$ cat src/rtl/gpio_in_debounce.sv
// gpio_in_debounce: two-flop synchroniser plus per-bit stability counter feeding GPIOIN,
// with registered rise/fall pulses and a sticky change interrupt.
module gpio_in_debounce #(
   parameter int unsigned          WIDTH           = 16,
   parameter int unsigned          DEBOUNCE_CYCLES = 50000,
   parameter logic [WIDTH-1:0]     RESET_VAL       = {WIDTH{1'b0}},
   parameter int unsigned          CNT_W           = $clog2(DEBOUNCE_CYCLES + 1)
) (
   input  logic             HCLK,
   input  logic             HRESETn,
   input  logic [WIDTH-1:0] RAW_IN,
   input  logic             IRQ_CLR,
   output logic [WIDTH-1:0] GPIOIN_DB,
   output logic [WIDTH-1:0] RISE_PULSE,
   output logic [WIDTH-1:0] FALL_PULSE,
   output logic             CHANGE_IRQ
);
   localparam logic [CNT_W-1:0] CNT_MAX = CNT_W'(DEBOUNCE_CYCLES - 1);

   logic [WIDTH-1:0] s1_q, s1_d, s2_q, s2_d;
   logic [WIDTH-1:0] stable_q, stable_d;
   logic [WIDTH-1:0] rise_q, rise_d, fall_q, fall_d;
   logic [WIDTH-1:0] at_max, accept;
   logic [CNT_W-1:0] cnt_q [WIDTH];
   logic [CNT_W-1:0] cnt_d [WIDTH];
   logic             irq_q, irq_d;

   // A level is accepted on the cycle its mismatch count reaches the limit; any match restarts it.
   always_comb begin
      s1_d = RAW_IN;
      s2_d = s1_q;
      for (int i = 0; i < WIDTH; i++) begin
         at_max[i] = cnt_q[i] == CNT_MAX;
         cnt_d[i]  = (s2_q[i] == stable_q[i] || at_max[i]) ? '0 : cnt_q[i] + 1'b1;
      end
      accept   = (s2_q ^ stable_q) & at_max;
      stable_d = stable_q ^ accept;
      rise_d   = accept & s2_q;
      fall_d   = accept & ~s2_q;
      irq_d    = |{rise_q, fall_q} ? 1'b1 : IRQ_CLR ? 1'b0 : irq_q;
   end

   always_ff @(posedge HCLK or negedge HRESETn) begin
      if (!HRESETn) begin
         s1_q     <= RESET_VAL;
         s2_q     <= RESET_VAL;
         stable_q <= RESET_VAL;
         rise_q   <= '0;
         fall_q   <= '0;
         irq_q    <= 1'b0;
         for (int i = 0; i < WIDTH; i++) cnt_q[i] <= '0;
      end else begin
         s1_q     <= s1_d;
         s2_q     <= s2_d;
         stable_q <= stable_d;
         rise_q   <= rise_d;
         fall_q   <= fall_d;
         irq_q    <= irq_d;
         for (int i = 0; i < WIDTH; i++) cnt_q[i] <= cnt_d[i];
      end
   end

   assign GPIOIN_DB  = stable_q;
   assign RISE_PULSE = rise_q;
   assign FALL_PULSE = fall_q;
   assign CHANGE_IRQ = irq_q;
endmodule

$ cat config.mk
export PLATFORM = sky130hd
export DESIGN_NAME = gpio_in_debounce
export DESIGN_NICKNAME = d
export VERILOG_FILES = /design/src/rtl/gpio_in_debounce.sv
export SDC_FILE = /design/constraint.sdc
export NUM_CORES = 1
export LEC_CHECK = 0
export ABC_AREA = 1
export CORE_UTILIZATION = 45
export DETAILED_ROUTE_END_ITERATION = 10
export GPL_TIMING_DRIVEN = 0
export PLACE_DENSITY_LB_ADDON = 0.25
export SLEW_MARGIN = 20
export SYNTH_ARGS = -nofsm -noshare
export SYNTH_HDL_FRONTEND = slang
export SYNTH_SLANG_ARGS = --single-unit
$ cat constraint.sdc
create_clock -name HCLK -period 1.7 [get_ports HCLK]
set_input_delay 0.425 -clock HCLK [delete_from_list [all_inputs] [get_ports HCLK]]
set_output_delay 0.425 -clock HCLK [all_outputs]
set_load 0.005 [all_outputs]
==> qor.csv <==
metric;value;unit
CTS H-tree lvls;2;
I/O pins;68;
post-synth net total;2208;
ANT cells;0;
antenna violation net count after detailed routing;0;
Placed Cells;2711;
Starting Density;0.460;
later-pin clock latency in the skew report;0.54;ns
Die Y;196;um
ranking of synthesized cells by area;dfrtp_1 (50%), nor2_1 (14%), nand2_1 (12%);
GPL Wtd Cong;0.917;
wire per inst;12.3;um
largest family of logic cells by synthesized area;simple AND/OR/NAND/NOR gates;
register area share after synthesis;0.498;
post-synthesis simple-gate area fraction;0.362;
Worst Max-Slew Pin Slew;0.559;ns
slowest cell on the critical path;dfrtp_1;
leakage power total;8.72;nW
Core Area;36800;sq um
routed vias;13900;
status;finished, violations left;
setup ws final;0.0483;ns
initial DRC count;726;
cell row count;70;
Max Freq;605;MHz
number of vias per cell;4.97;
placed inst area;18300;sq um
CP startpoint;CHANGE_IRQ$_DFFE_PN0P_;
Tot GR Track Use;0.187;
Final Net Count;2341;
crit path buf inv count;1;
Synth Cell Area;16900;sq um
total of max-cap violations;0;
Crit. End Element;output pin;
PortBufs;67;
XOR/XNOR Fraction of Synth Area;0.0455;
fin area;19700;sq um
Sink Count;337;
Mean Syn Cell Area;7.80;sq um
drt first pass iters;5;
crit path cell chain;dlygate4sd2_1;
Chip Width;196;um
setup TNS;0;ns
critical path launch point type;flop;
relative slew slack;0.624;
final worst path period share;0.972;
Setup Skew;0.0238;ns
R2R setup slack;0.11;ns
TritonCTS Buffers;39;
worst hold slack;-0.175;ns
mux cell area share after synthesis;0;
failing checks;negative hold slack;
cell area power density;884;nW/um^2
WP data required;1.27;ns
DRC Markers;0;
post-synth top area cell;dfrtp_1;
fin crit period;1.65;ns
Synth warnings;0;
CP top delay family;flip-flops;
Clock Path Buffers;3;
commonest cells after routing, fill and taps aside;nor2_1 (611), nand2_1 (539), dfrtp_1 (336);
Fill cells;3438;
Slew Viols, Final;0;
Hold Fails Final Rpt;62;
critical-path maximum fanout;2;
final setup fails;0;
initial antenna violation count;0;
worst hold-check path type;input port to async pin;
post-synth top area share;0.498;
area grow syn2layout;16.5;%
CP max stage delay;0.42;ns
RSZ-0062 raised after global routing;no;
VDD IR-drop max;0.830;mV
Power, Total;17.4;mW
global-route wire length before repair;60600;um
footprint of the multi-input gates;7660;sq um
Syn Inst Count;2173;
worst setup path class;flop to output pin;
compound-cell area share of the yosys netlist;0.0331;
Synth Area in Adders;0.0118;
commonest non-fill, non-tap cell in the layout;nor2_1;
synthesized flop and latch total;337;
non-filler cells, final;2805;
TritonCTS clock tree;done;
dpl hpwl;24500;um
Congestion Overflow GR;0;
Root Buffer;clkbuf_16;
largest net degree at the start of global routing;100;
vias in the first global route;13600;
Cell variety after synth;30;
dpl ws;-0.0832;ns
Die Area;38400;sq um
Sequential cell area;8430;sq um
share of layout cells above drive strength 1;0.0800;
final WL;34600;um
CP Data Arrival Time;1.23;ns
clock-pin slew on the worst setup and hold paths;0.06;ns
## Yosys cell counts, drive strengths merged
| cell | count |
|---|---|
| a21oi | 17 |
| xor2 | 63 |
| nand3b | 1 |
| nor4 | 1 |
| o21ai | 51 |
| dfrtp | 337 |
| xnor2 | 25 |
| nand3 | 134 |
| o211ai | 1 |
| or2 | 15 |
| nand2 | 579 |
| nor3 | 7 |
| nor3b | 6 |
| ha | 16 |
| a21o | 8 |
| o21bai | 20 |
| nand4 | 75 |
| inv | 175 |
| nor2 | 626 |
| buf | 16 |
## per-layer routing
| layer | vias up | part of all wire | GRT usage |
|---|---|---|---|
| li1 | 7130 | - | - |
| met1 | 6516 | 0.47 | 0.241 |
| met2 | 233 | 0.47 | 0.322 |
| met3 | 50 | 0.041 | 0.0301 |
| met4 | 0 | 0.022 | 0.0556 |
| met5 | - | 0 | 0 |
## flip-flops by register name (all words and copies together), names as in the netlist, named ones only
signal      count
CHANGE_IRQ      1
FALL_PULSE     16
RISE_PULSE     16
cnt_q         256
s1_q           16
s2_q           16
## cell families after synthesis
logic type / count (synthesis)
XOR/XNOR: 88
buffers and inverters: 191
AND/OR/NAND/NOR: 1444
AO/OA/AOI/OAI: 97
adder cells (fa/ha/maj): 16
flip-flops: 337
## power by group
part	switching (mW)	total (mW)	internal [mW]
Sequential	0.120	8.27	8.15
Clock	3.32	8.55	5.23
Combinational	0.397	0.623	0.226
## area by class of cell
type / instances / share of cell area
tap: 468 / 0.0297
clock buffer: 56 / 0.0568
timing repair buffer: 92 / 0.0439
multi-input combinational: 1645 / 0.388
clock inverter: 16 / 0.0106
sequential: 337 / 0.428
inverter: 175 / 0.0333
buffer: 16 / 0.00970
## worst reg2reg max path, cell delays in order (launching register included)
cell and delay [ns]:
dfrtp_2 0.43, buf_4 0.14, buf_4 0.13, or2_2 0.30, nand2_1 0.16, nand2_4 0.10
buf_6 0.15, nor2_1 0.11
## path summary, 6_finish.rpt
check,end,cells past startpoint
max in group asynchronous,cnt_q[10]$_DFF_PN0_,3
setup / recovery,CHANGE_IRQ,1
hold / removal,cnt_q[222]$_DFF_PN0_,1
setup reg to reg,cnt_q[42]$_DFF_PN0_,7
min in group HCLK,s1_q[5]$_DFF_PN0_,1
hold reg to reg,s2_q[14]$_DFF_PN0_,0
## through the flow
step	hold WS (ns)	utilization
floorplan	0.129	-
global placement	0.332	0.495
detailed placement	0.335	0.497
CTS	-0.157	0.536
global route	-0.134	0.536
finish	-0.175	0.536
## repair_timing
action | 4_1_cts | 5_1_grt
setup buffers | 20 | 2
hold endpoints to repair | 62 | 62
gates resized for setup | 52 | 3
endpoints found under the setup margin | 49 | 4
No activity file was read; power rests on OpenSTA's default activity.
